### src/rtl/shader_pkg.sv
// Shared shader-pipeline types and default geometry for draw_line, span_fill and the framebuffer.
package shader_pkg;

  localparam int unsigned DEF_H_RES   = 640;
  localparam int unsigned DEF_V_RES   = 480;
  localparam int unsigned DEF_ADDR_W  = 19;
  localparam int unsigned DEF_COLOR_W = 8;
  localparam int unsigned X_W         = 11;
  localparam int unsigned Y_W         = 16;

  typedef enum logic [1:0] {
    IDLE,
    SETUP,
    FILL,
    DONE
  } span_state_t;

  // Row base y*h_res; callers truncate to their address width (wraps by design).
  function automatic logic [31:0] row_base(input logic [Y_W-1:0] y, input int unsigned h_res);
    return 32'(y) * h_res;
  endfunction

endpackage

### src/rtl/span_fill_if.sv
// Framebuffer write port: valid/ready handshake carrying one pixel address and colour.
interface span_fill_if
  import shader_pkg::*;
#(
  parameter int unsigned ADDR_W  = DEF_ADDR_W,
  parameter int unsigned COLOR_W = DEF_COLOR_W
);

  logic               fb_we;
  logic [ADDR_W-1:0]  fb_addr;
  logic [COLOR_W-1:0] fb_data;
  logic               fb_ready;

  modport master (output fb_we, output fb_addr, output fb_data, input fb_ready);
  modport slave  (input fb_we, input fb_addr, input fb_data, output fb_ready);

endinterface

### src/rtl/span_setup.sv
// Combinational span normalisation: endpoint swap, row base and (with SPAN_CLIP_EN) clamp/empty detect.
module span_setup
  import shader_pkg::*;
#(
  parameter int unsigned H_RES  = DEF_H_RES,
  parameter int unsigned V_RES  = DEF_V_RES,
  parameter int unsigned ADDR_W = DEF_ADDR_W
) (
  input  logic [X_W-1:0]    i_start_x,
  input  logic [X_W-1:0]    i_end_x,
  input  logic [Y_W-1:0]    i_y,
  output logic [X_W-1:0]    o_lo,
  output logic [X_W-1:0]    o_hi,
  output logic [ADDR_W-1:0] o_base,
  output logic              o_empty
);

  logic           w_swap;
  logic [X_W-1:0] w_lo;
  logic [X_W-1:0] w_hi;

  assign w_swap = (i_start_x > i_end_x);
  assign w_lo   = w_swap ? i_end_x   : i_start_x;
  assign w_hi   = w_swap ? i_start_x : i_end_x;
  assign o_lo   = w_lo;
  assign o_base = ADDR_W'(row_base(i_y, H_RES));

`ifdef SPAN_CLIP_EN
  // Clamp the right end to the last column; a span starting off-screen or below the frame is empty.
  assign o_hi    = (32'(w_hi) >= H_RES) ? X_W'(H_RES - 1) : w_hi;
  assign o_empty = (32'(w_lo) >= H_RES) || (32'(i_y) >= V_RES);
`else
  logic w_unused_vres;

  assign w_unused_vres = (V_RES != 0);
  assign o_hi          = w_hi;
  assign o_empty       = 1'b0;
`endif

endmodule

### src/rtl/span_fill.sv
// Horizontal span filler: one framebuffer write per pixel, span_done pulse when finished.
// Optional clipping to the visible frame is compiled in with SPAN_CLIP_EN.
module span_fill
  import shader_pkg::*;
#(
  parameter int unsigned H_RES   = DEF_H_RES,
  parameter int unsigned V_RES   = DEF_V_RES,
  parameter int unsigned ADDR_W  = DEF_ADDR_W,
  parameter int unsigned COLOR_W = DEF_COLOR_W
) (
  input  logic               clk,
  input  logic               reset,
  input  logic               draw,
  input  logic [X_W-1:0]     start_x,
  input  logic [X_W-1:0]     end_x,
  input  logic [Y_W-1:0]     y_coord,
  input  logic [COLOR_W-1:0] color,
  output logic               busy,
  output logic               span_done,
  span_fill_if.master        fb
);

  span_state_t        r_state;
  logic [X_W-1:0]     r_start;
  logic [X_W-1:0]     r_end;
  logic [Y_W-1:0]     r_y;
  logic [X_W-1:0]     r_x;
  logic [X_W-1:0]     r_hi;
  logic [ADDR_W-1:0]  r_base;
  logic               r_busy;
  logic               r_done;
  logic               r_we;
  logic [ADDR_W-1:0]  r_addr;
  logic [COLOR_W-1:0] r_data;

  logic [X_W-1:0]     w_lo;
  logic [X_W-1:0]     w_hi;
  logic [ADDR_W-1:0]  w_base;
  logic               w_empty;
  logic               w_accept;
  logic [X_W-1:0]     w_x_nxt;

  span_setup #(
    .H_RES  (H_RES),
    .V_RES  (V_RES),
    .ADDR_W (ADDR_W)
  ) u_setup (
    .i_start_x (r_start),
    .i_end_x   (r_end),
    .i_y       (r_y),
    .o_lo      (w_lo),
    .o_hi      (w_hi),
    .o_base    (w_base),
    .o_empty   (w_empty)
  );

  assign w_accept = r_we && fb.fb_ready;
  assign w_x_nxt  = r_x + X_W'(1);

  // Control FSM, x counter and registered write port.
  always_ff @(posedge clk) begin
    if (reset) begin
      r_state <= IDLE;
      r_start <= '0;
      r_end   <= '0;
      r_y     <= '0;
      r_x     <= '0;
      r_hi    <= '0;
      r_base  <= '0;
      r_busy  <= 1'b0;
      r_done  <= 1'b0;
      r_we    <= 1'b0;
      r_addr  <= '0;
      r_data  <= '0;
    end else begin
      case (r_state)
        IDLE: begin
          if (draw) begin
            r_start <= start_x;
            r_end   <= end_x;
            r_y     <= y_coord;
            r_data  <= color;
            r_busy  <= 1'b1;
            r_state <= SETUP;
          end
        end
        SETUP: begin
          r_x    <= w_lo;
          r_hi   <= w_hi;
          r_base <= w_base;
          if (w_empty) begin
            r_done  <= 1'b1;
            r_state <= DONE;
          end else begin
            // First address is built from the unregistered base so FILL starts with it valid.
            r_we    <= 1'b1;
            r_addr  <= w_base + ADDR_W'(w_lo);
            r_state <= FILL;
          end
        end
        FILL: begin
          if (w_accept) begin
            if (r_x == r_hi) begin
              r_we    <= 1'b0;
              r_done  <= 1'b1;
              r_state <= DONE;
            end else begin
              r_x    <= w_x_nxt;
              r_addr <= r_base + ADDR_W'(w_x_nxt);
            end
          end
        end
        DONE: begin
          r_done  <= 1'b0;
          r_busy  <= 1'b0;
          r_state <= IDLE;
        end
        default: r_state <= IDLE;
      endcase
    end
  end

  assign busy       = r_busy;
  assign span_done  = r_done;
  assign fb.fb_we   = r_we;
  assign fb.fb_addr = r_addr;
  assign fb.fb_data = r_data;

endmodule

### src/flat_wrapper.sv
// flat-port wrapper written by rule: the top's interface ports become plain ports
module span_fill_flat import shader_pkg::*;
#(
  parameter int unsigned H_RES   = DEF_H_RES,
  parameter int unsigned V_RES   = DEF_V_RES,
  parameter int unsigned ADDR_W  = DEF_ADDR_W,
  parameter int unsigned COLOR_W = DEF_COLOR_W
)
  (clk, reset, draw, start_x, end_x, y_coord, color, busy, span_done, fb_fb_we, fb_fb_addr, fb_fb_data, fb_fb_ready);
  span_fill_if #(.ADDR_W(ADDR_W), .COLOR_W(COLOR_W)) fb_i ();
  input  logic clk;
  input  logic reset;
  input  logic draw;
  input  logic [X_W-1:0] start_x;
  input  logic [X_W-1:0] end_x;
  input  logic [Y_W-1:0] y_coord;
  input  logic [COLOR_W-1:0] color;
  output logic busy;
  output logic span_done;
  output wire logic [$bits(fb_i.fb_we)-1:0] fb_fb_we;
  output wire logic [$bits(fb_i.fb_addr)-1:0] fb_fb_addr;
  output wire logic [$bits(fb_i.fb_data)-1:0] fb_fb_data;
  input wire logic [$bits(fb_i.fb_ready)-1:0] fb_fb_ready;
  assign fb_fb_we = fb_i.fb_we;
  assign fb_fb_addr = fb_i.fb_addr;
  assign fb_fb_data = fb_i.fb_data;
  assign fb_i.fb_ready = fb_fb_ready;
  span_fill #(.H_RES(H_RES), .V_RES(V_RES), .ADDR_W(ADDR_W), .COLOR_W(COLOR_W)) u_core (.clk(clk), .reset(reset), .draw(draw), .start_x(start_x), .end_x(end_x), .y_coord(y_coord), .color(color), .busy(busy), .span_done(span_done), .fb(fb_i));
endmodule
### config.mk
export PLATFORM = sky130hd
export DESIGN_NAME = span_fill_flat
export DESIGN_NICKNAME = d
export VERILOG_FILES = /design/src/rtl/shader_pkg.sv /design/src/rtl/span_fill_if.sv /design/src/rtl/span_setup.sv /design/src/rtl/span_fill.sv /design/src/flat_wrapper.sv
export SDC_FILE = /design/constraint.sdc
export NUM_CORES = 1
export LEC_CHECK = 0
export BUFFER_PORTS_ARGS = -buffer_cell sky130_fd_sc_hd__buf_4
export CORE_MARGIN = 2
export CORE_UTILIZATION = 58
export DETAILED_ROUTE_END_ITERATION = 8
export GPL_ROUTABILITY_DRIVEN = 1
export GPL_TIMING_DRIVEN = 1
export PLACE_DENSITY_LB_ADDON = 0.2
export SLEW_MARGIN = 20
export SYNTH_ARGS = -nofsm -noshare
export SYNTH_HDL_FRONTEND = slang
export SYNTH_HIERARCHICAL = 1
export SYNTH_SLANG_ARGS = --single-unit
### constraint.sdc
create_clock -name clk -period 5.46 [get_ports clk]
set_clock_uncertainty 0.15 [all_clocks]
set_input_delay 0.273 -clock clk [delete_from_list [all_inputs] [get_ports clk]]
set_output_delay 0.273 -clock clk [all_outputs]
set_load 0.02 [all_outputs]
Yosys cells after proc, flatten, opt, wreduce, memory -nomap -nowiden --
Cells that the tools add are included. W data, S select, Z words.
Word-level totals: RAM bits 0, memories 0, memory bits (read-only) 0, register bits after elaboration 104, latch bits 0, word-level logic and storage cells 56
Cells by class: reductions and logical operators 11, muxes and demuxes 20, magnitude comparators 1, divide/modulo/power cells 0, shifts and indexed selects 0, multiply operators 1, add/sub/neg operators 3, bitwise logic cells 0, eq/ne operators 8
Operators by type and width (count):
- $mux W11 | 4
- $add A19 B11 Y19 | 2
- $mux W19 | 2
- $pmux W19 S2 | 1
- $pmux W11 S2 | 1
- $mul A16 B3 Y12 const B | 1
- $reduce_and A3 Y1 | 4
- $add A11 B1 Y11 const B | 1
- $eq A11 B11 Y1 | 1
- $gt A11 B11 Y1 | 1
- $pmux W2 S4 | 1
- $mux W2 | 3
- $pmux W1 S2 | 3
- $reduce_bool A2 Y1 | 3
- $mux W1 | 5
- $eq A2 B2 Y1 const B | 2
- $ne A2 B1 Y1 const B | 2
- $ne A2 B2 Y1 const B | 2
- $reduce_and A2 Y1 | 2
- $eq A2 B1 Y1 const B | 1
- $logic_not A2 Y1 | 1
- $logic_and A1 B1 Y1 | 1

Longest topological paths before layout --
Gate-level depths: netlist of the first run.
depth after elaboration 5, mapped depth 17

Modules after synthesis --
Netlist of the first run, hierarchy kept.
Modules (own cells, without submodules):
- span_fill | area an instance 5984.5 µm², instances 1, cells each 749
- span_setup | area an instance 1159.9 µm², instances 1, cells each 125

Least setup slack after synthesis of the first run --
OpenSTA, ideal clock, no wires.
path type register -> register, start register u_core.r_end[2], end register u_core.r_addr[16] (netlist: u_core/fb.fb_addr[16]), setup slack 1.715 ns, period minus slack after synthesis 3.745 ns, cell stages (with the launch flop) 17, data arrival time 3.468 ns, data required time 5.183 ns, path buffers 1, cells stage by stage dfxtp_1 -> inv_1 -> ha_1 -> a21oi_1 -> a211oi_2 -> a2111oi_4 -> a41oi_2 -> buf_6 -> mux2_4 -> ha_1 -> nor3_1 -> nor2_1 -> o22ai_2 -> a21oi_1 -> mux2i_1 -> a21oi_1 -> or3_1
Between the ends: longest elaborated chain between the ends 4
RTL lines:
- start, declared | line span_fill.sv:25 | logic [X_W-1:0] r_end;
- start signal, assigned | line span_fill.sv:80 | r_end <= end_x;
- $gt A11 B11 Y1 | line span_setup.sv:22 | assign w_swap = (i_start_x > i_end_x);
- $mux W11 | line span_setup.sv:23 | assign w_lo = w_swap ? i_end_x : i_start_x;
- named net u_core.w_lo[5] | line span_fill.sv:36 | logic [X_W-1:0] w_lo;
- $add A19 B11 Y19 | line span_fill.sv:97 | r_addr <= w_base + ADDR_W'(w_lo);
- $pmux W19 S2 | line span_fill.sv:76 | case (r_state)
- end signal, assigned | line span_fill.sv:97
- end signal, assigned | line span_fill.sv:109 | r_addr <= r_base + ADDR_W'(w_x_nxt);
- end, declared | line span_fill.sv:33 | logic [ADDR_W-1:0] r_addr;
The timed path passes the listed nets, and every way through them passes these cells. A chain may end at the register's enable or synchronous reset.

Final worst setup path of the first run --
start register u_core.r_end[4], end register u_core.r_addr[16] (netlist: u_core/fb.fb_addr[16])
Same word-level chain as after synthesis.

==> results of run 1 <==
==> worst min path at each step <==
stage	from	to	slack, ns	cells past startpoint
2_1_floorplan	y_coord[10]	u_core/r_y[10]$_SDFFE_PP0P_	0.26	2
3_3_place_gp	u_core/fb.fb_data[4]$_SDFFE_PP0P_	u_core/fb.fb_data[4]$_SDFFE_PP0P_	0.29	2
3_5_place_dp	u_core/fb.fb_data[3]$_SDFFE_PP0P_	u_core/fb.fb_data[3]$_SDFFE_PP0P_	0.30	2
4_1_cts	color[2]	u_core/fb.fb_data[2]$_SDFFE_PP0P_	0.009	3
5_1_grt	start_x[3]	u_core/r_start[3]$_SDFFE_PP0P_	0.02	3
6_report	start_x[5]	u_core/r_start[5]$_SDFFE_PP0P_	0.02	3
==> worst register-to-register path, delay by kind of cell, from the launching register on <==
family / cells / cell delay (ns)
AO/OA/AOI/OAI: 7 / 1.62
adder cells (fa/ha/maj): 2 / 0.70
AND/OR/NAND/NOR: 3 / 0.66
multiplexers: 2 / 0.57
flip-flops: 1 / 0.39
buffers and inverters: 2 / 0.35
==> through the flow <==
step / hold slack, ns / instance area (um2) / util (%)
global placement: 0.293 / 7560 / 63.5
CTS: 0.00863 / 7860 / 66.0
floorplan: 0.259 / 7040 / -
global route: 0.0224 / 7870 / 66.0
detailed placement: 0.301 / 7560 / 63.5
finish: 0.0177 / 7870 / 66.0
==> layout make-up <==
class	instances	area [um2]	area share (%)
multi-input cells	676	4520	57.5
inverters	29	109	1.38
flip-flops and latches	107	2140	27.2
well taps	147	184	2.34
repair buffers	81	612	7.78
clock buffers	12	267	3.39
clock inverters	4	32.5	0.414
==> registers in the layout, summed over array words and instances (netlist names) <==
signal / cells
u_core/r_start: 11
u_core/busy: 1
u_core/r_hi: 11
u_core/r_end: 11
u_core/r_state: 2
u_core/span_done: 1
u_core/fb.fb_addr: 19
u_core/r_x: 11
u_core/fb.fb_data: 8
u_core/fb.fb_we: 1
u_core/r_base: 19
u_core/r_y: 12
==> power by group through the flow <==
| stage | sequential [mW] | combinational, mW | clock (mW) |
|---|---|---|---|
| global route | 1.10 | 2.14 | 0.685 |
| CTS | 1.08 | 1.91 | 0.661 |
| detailed placement | 1.10 | 1.90 | 0 |
| finish | 1.08 | 1.94 | 0.650 |
| floorplan | 1.12 | 1.47 | 0 |
| global placement | 1.09 | 1.85 | 0 |
==> cell usage in the layout (no fill, tap or decap), types with 5 or more instances in the layout <==
cell / n
o21ai_1: 7
xor2_1: 27
xnor2_1: 23
nand2_1: 134
ha_1: 57
nand2b_1: 9
conb_1: 8
o21ai_0: 26
clkbuf_16: 9
dfxtp_1: 107
inv_1: 28
nor2_1: 96
a21oi_1: 89
mux2_4: 20
a211oi_1: 18
a21o_1: 11
nand3_1: 11
buf_4: 80
o21bai_1: 5
o21a_1: 7
and3_1: 7
mux2i_1: 40
nand4_1: 8
nor3_1: 10
==> layer usage <==
| layer | GRT usage [%] | routed length, um |
|---|---|---|
| met5 | 0 | 0 |
| met4 | 8.94 | 325 |
| met3 | 3.61 | 802 |
| met2 | 42.3 | 7400 |
| met1 | 34.7 | 7680 |
==> results by group, run 1 <==
Outcome
  – Run status: finished, final reports clean

Timing
  – Final worst slack: 0.890 ns
  – # setup viols final: 0
  – Post-route setup TNS: 0 ns
  – Slew @ Worst Pin: just over 0.9 ns
  – Slew HR: a little under two fifths
  – Fin crit share: between 80% and 90%
  – Fmax: 219 MHz
  – Max Slew Vio Count: 0
  – Min Tclk post-route: about 4.6 ns
  – Final hold violation count: 0
  – RSZ-0062 raised after global routing: no

Worst setup path
  – Crit path capture: u_core/fb.fb_addr[16]$_SDFFE_PP0P_
  – Type of origin of the critical path: flip-flop
  – CP Max Fanout: 7
  – Slowest cell on crit path: a2111oi_4
  – FF-to-FF setup slack: a little under 0.9 ns
  – R2R Path End: u_core/fb.fb_addr[16]$_SDFFE_PP0P_
  – CP arrival: 4.66 ns
  – Crit path max-delay family: compound AO/OA/AOI/OAI gates
  – Worst r2r path cells: 16
  – CP Depth: 16
  – Worst path max stage delay: 0.49 ns
  – Critical path class: flip-flop to flip-flop
  – CP Capture Type: flip-flop
  – Crit path launch: u_core/r_end[4]$_SDFFE_PP0P_
  – Req. time, crit path: around 5.6 ns
  – Buf/Inv on CP: 2
  – CP most frequent cell: a21oi_1
  – Critical path cell sequence: inv_1 -> ha_1 -> a21oi_1 -> o21ai_1 -> a2111oi_4 -> a41oi_2 -> buf_4 -> mux2_4 -> ha_1 -> nor3_1 -> nor2_1 -> o22ai_2 -> a21oi_1 -> mux2i_1 -> a21oi_1 -> or3_1
  – Reg2reg start: u_core/r_end[4]$_SDFFE_PP0P_

GRT
  – Initial antenna violation count: 0
  – Vias in the first global route: 5731
  – First-pass GRT wire length: 27300 um
  – Grt total ovfl: 0
  – Total track usage: 25.7%
  – Largest net degree at the start of global routing: around 110

Detailed routing
  – Drt pass-1 iters: 5
  – Drt total wl: between 15000 and 20000 um
  – Routed WL per cell: ~15 um
  – Drc violations: 0
  – Vias: about 6100
  – Initial DRC count: 380
  – Via-per-instance ratio: between 5 and 6
  – Final ANT Viol Nets: 0

Power and ir drop
  – Lkg Pwr: ~3.4 nW
  – Max VDD drop: 0.000256 V
  – Cell area power density: 466 nW/um2
  – Switching share of power: 42.9%
  – Power Internal: between 2 and 2.5 mW
  – Total power: between 3 and 4 mW
  – Comb power frac: 52.9%
  – Register share of total power: between 20 and 30%
  – NetSw: 1.57 mW
  – Clk pwr share: 17.7%

Finish
  – Diode count: 0
  – Share of layout cells above drive strength 1: ~14%
  – Layout area overhead: 12.1%
  – Post-Layout Cell Count: about 1100
  – # fillers: 1028
  – Post-layout net count: 1015

Clock tree
  – CTS resizes: 0
  – Clock buffer depth: 2
  – CTS tree: yes
  – Num CTS Buffers: 9
  – Cts hold-fix bufs: 0
  – Clock latency on the worst-skew pair: between 0.3 and 0.4 ns
  – CTS root buf: clkbuf_16
  – H-tree depth: 3
  – CTS clock-pin slew for the worst setup and hold paths: ~0.08 ns
  – Post-CTS Setup Bufs: 0
  – Clock sink total: 107

Die
  – # rows: 40
  – Die Footprint: between 10000 and 15000 um2
  – Die span in y: 114 um
  – # IOs: 80
  – Core area: around 12000 um2
  – Initial Utilization: 58.9%
  – Die width: around 110 um

Placed design
  – Pre-CTS WS: approximately 1 ns
  – Hpwl dp: 12000 um
  – Port Buffers: 75
  – # placed instances: 1040
  – GPL Wtd Cong: roughly 0.88

Logic synthesis
  – Syn Inst Count: 858
  – YS warnings: 6
  – Cell area after synthesis: 7010 um2
  – Syn_area_per_cell: 8.18 um2

Worst hold path
  – Hold Path Class: primary input to flip-flop

Flow run
  – # Max-Cap Violations: 0
Power figures use the tool's default switching activity.
==> run 2: changes to the inputs <==
--- a/config.mk
+++ b/config.mk
@@ -7,7 +7,7 @@
 export LEC_CHECK = 0
 export BUFFER_PORTS_ARGS = -buffer_cell sky130_fd_sc_hd__buf_4
 export CORE_MARGIN = 2
-export CORE_UTILIZATION = 58
+export CORE_UTILIZATION = 54
 export DETAILED_ROUTE_END_ITERATION = 8
 export GPL_ROUTABILITY_DRIVEN = 1
 export GPL_TIMING_DRIVEN = 1
==> constraint.sdc (replaced) <==
create_clock -name clk -period 3.85 [get_ports clk]
set_clock_uncertainty 0.15 [all_clocks]
set_input_delay 0.1925 -clock clk [delete_from_list [all_inputs] [get_ports clk]]
set_output_delay 0.1925 -clock clk [all_outputs]
set_load 0.02 [all_outputs]
==> run 2 against run 1 <==
  * Global-route usage down 0.78 points
  * Die area up 7.1%
  * Sequential power up 40%
  * Register-to-register slack worse by 0.81 ns
  * Setup slack worse by 0.81 ns
  * Sequential share of layout area down 2.6 points
  * Non-clock buffer count up 83
  * Combinational power up 60%
  * Final area up 11%
  * Clock power up 46%
  * Maximum frequency up 21%
  * Critical path type unchanged
  * Critical endpoint is now u_core/fb.fb_addr[14]$_SDFFE_PP0P_
==> results by group, run 2 (same netlist as run 1, synthesis figures left out) <==
Detailed routing
  – Drt pass-1 iters: 5
  – Drc violations: 0
  – Via-per-instance ratio: 5.49
  – Routed WL per cell: ~15 um
  – Initial DRC count: about 350
  – Final ANT Viol Nets: 0
  – Vias: 6385
  – Drt total wl: ~18000 um

Worst setup path
  – Crit path max-delay family: simple AND/OR/NAND/NOR gates
  – Critical path class: flip-flop to flip-flop
  – CP Capture Type: flip-flop
  – CP Max Fanout: 4
  – CP most frequent cell: buf_4
  – Critical path cell sequence: inv_1 -> ha_1 -> nand4_1 -> inv_1 -> a2111oi_4 -> a41oi_2 -> buf_4 -> buf_4 -> mux2_4 -> ha_4 -> nor3_2 -> nor2_2 -> o22ai_2 -> buf_4 -> nand2_1 -> nand4_1 -> a31oi_1 -> or3_1
  – Type of origin of the critical path: flip-flop
  – Buf/Inv on CP: 5
  – Slowest cell on crit path: a2111oi_4
  – CP arrival: ~3.9 ns
  – Worst path max stage delay: roughly 0.39 ns
  – Req. time, crit path: 3.94 ns

Finish
  – Most common cell after layout, fill and taps aside: nand2_1
  – Post-layout net count: around 1100
  – Diode count: 0
  – Final Cell Area: between 8000 and 9000 um2
  – Multi-input gate area: between 4000 and 5000 um2
  – Post-Layout Cell Count: between 1000 and 1500
  – Layout area overhead: 24.0%
  – # fillers: 1043
  – Share of layout cells above drive strength 1: a little under a fifth
  – Most frequent cells in the layout: nand2_1 (134), buf_4 (121), dfxtp_1 (103), nor2_1 (95), a21oi_1 (87)
  – Register area: 2150 um2

Outcome
  – Run status: finished, final reports clean

GRT
  – Initial antenna violation count: 0
  – Total track usage: around a quarter
  – First-pass GRT wire length: about 29000 um
  – Largest net degree at the start of global routing: a little under 80
  – Vias in the first global route: approximately 6000
  – Grt total ovfl: 0

Clock tree
  – Num CTS Buffers: 9
  – Clock sink total: approximately 110
  – CTS root buf: clkbuf_16
  – CTS clock-pin slew for the worst setup and hold paths: ~0.08 ns
  – H-tree depth: 3
  – CTS tree: yes
  – Clock latency on the worst-skew pair: approximately 0.35 ns
  – Clock buffer depth: 2

Placed design
  – # placed instances: roughly 1100
  – Port Buffers: 75
  – Pre-CTS WS: -0.0197 ns
  – Hpwl dp: approximately 12000 um
  – GPL Wtd Cong: 0.891
  – Placed cell areas: 7860 um2

Power and ir drop
  – Comb power frac: between 50% and 60%
  – Max VDD drop: about 0.00035 V
  – Switching share of power: 42.1%
  – NetSw: between 2 and 2.5 mW
  – Register share of total power: between 20% and 30%
  – Lkg Pwr: roughly 3.8 nW
  – Cell area power density: 640 nW/um2
  – Power Internal: between 3 and 4 mW
  – Clk pwr share: between 10% and 20%

Die
  – # rows: 41
  – Core area: between 10000 and 15000 um2
  – Die span in y: ~120 um
  – Die width: between 100 and 150 um
  – # IOs: 80
  – Initial Utilization: between 50 and 60%
  – Die Footprint: around 14000 um2

Flow run
  – # Max-Cap Violations: 0

Timing
  – Final worst slack: a little under 0.08 ns
  – Max Slew Vio Count: 0
  – # setup viols final: 0
  – Fin crit share: 98.0%
  – RSZ-0062 raised after global routing: yes
  – Post-route setup TNS: 0 ns
  – Final hold violation count: 0
  – Slew HR: 35.5%
  – Fmax: 265 MHz
  – WHS: 0.0757 ns
  – Slew @ Worst Pin: between 0.9 and 1 ns
  – Min Tclk post-route: approximately 3.8 ns

Worst hold path
  – Hold Path Class: primary input to flip-flop
==> run 2: layout make-up <==
class	count	share of cell area, %
Timing Repair Buffer	164	15.4
Clock buffer	9	2.59
Clock inverter	7	0.863
Sequential cell	107	24.7
Inverter	29	1.25
Tap cell	172	2.47
Multi-Input combinational cell	676	52.7
==> run 2: power groups by stage <==
stage	Sequential, mW	Clock [mW]	Combinational, mW
6_report	1.51	0.952	3.10
5_1_grt	1.54	1.02	3.38
4_1_cts	1.51	0.973	2.98
3_5_place_dp	1.53	0	2.88
3_3_place_gp	1.52	0	2.80
2_1_floorplan	1.59	0	2.09
==> run 2: final timing paths <==
path	start	endpoint	slack (ns)	cells after the start
hold / removal	reset	u_core/r_base[6]$_SDFFE_PP0P_	0.08	2
setup / recovery	u_core/r_end[8]$_SDFFE_PP0P_	u_core/fb.fb_addr[14]$_SDFFE_PP0P_	0.08	18
setup reg to reg	u_core/r_end[8]$_SDFFE_PP0P_	u_core/fb.fb_addr[14]$_SDFFE_PP0P_	0.08	18
hold reg to reg	u_core/fb.fb_data[4]$_SDFFE_PP0P_	u_core/fb.fb_data[4]$_SDFFE_PP0P_	0.31	2
==> run 2: metrics by stage <==
step                total power, mW  util (%)
floorplan                      3.67         -
global placement               4.32      62.1
detailed placement             4.41      62.1
CTS                            5.46      68.0
global route                   5.94      68.7
finish                         5.56      68.7
==> run 2: repair_timing <==
| action | 4_1_cts | 5_1_grt |
|---|---|---|
| buffers inserted | 3 | 2 |
| endpoints found under the setup margin | 4 | 10 |
| hold buffers | 42 | 0 |
| endpoints found under the hold margin | 42 | 0 |
| pin swaps | 5 | 5 |
| resized for setup | 3 | 14 |
==> run 2: worst register-to-register path: cells and delay by family, from the launching register on <==
kind,cells,cell delay (ns)
simple gates,6,0.92
compound gates,4,0.79
buf+inv,5,0.61
fa+ha+maj,2,0.54
flops,1,0.33
mux,1,0.33
==> run 2: metal layers <==
| layer | vias up | track usage, % | routed length, um |
|---|---|---|---|
| met3 | 22 | 3.15 | 784 |
| met4 | 0 | 8.58 | 320 |
| met5 | - | 0 | 0 |
| met2 | 177 | 42.6 | 8440 |
| met1 | 2969 | 32.4 | 8000 |
| li1 | 3217 | - | - |
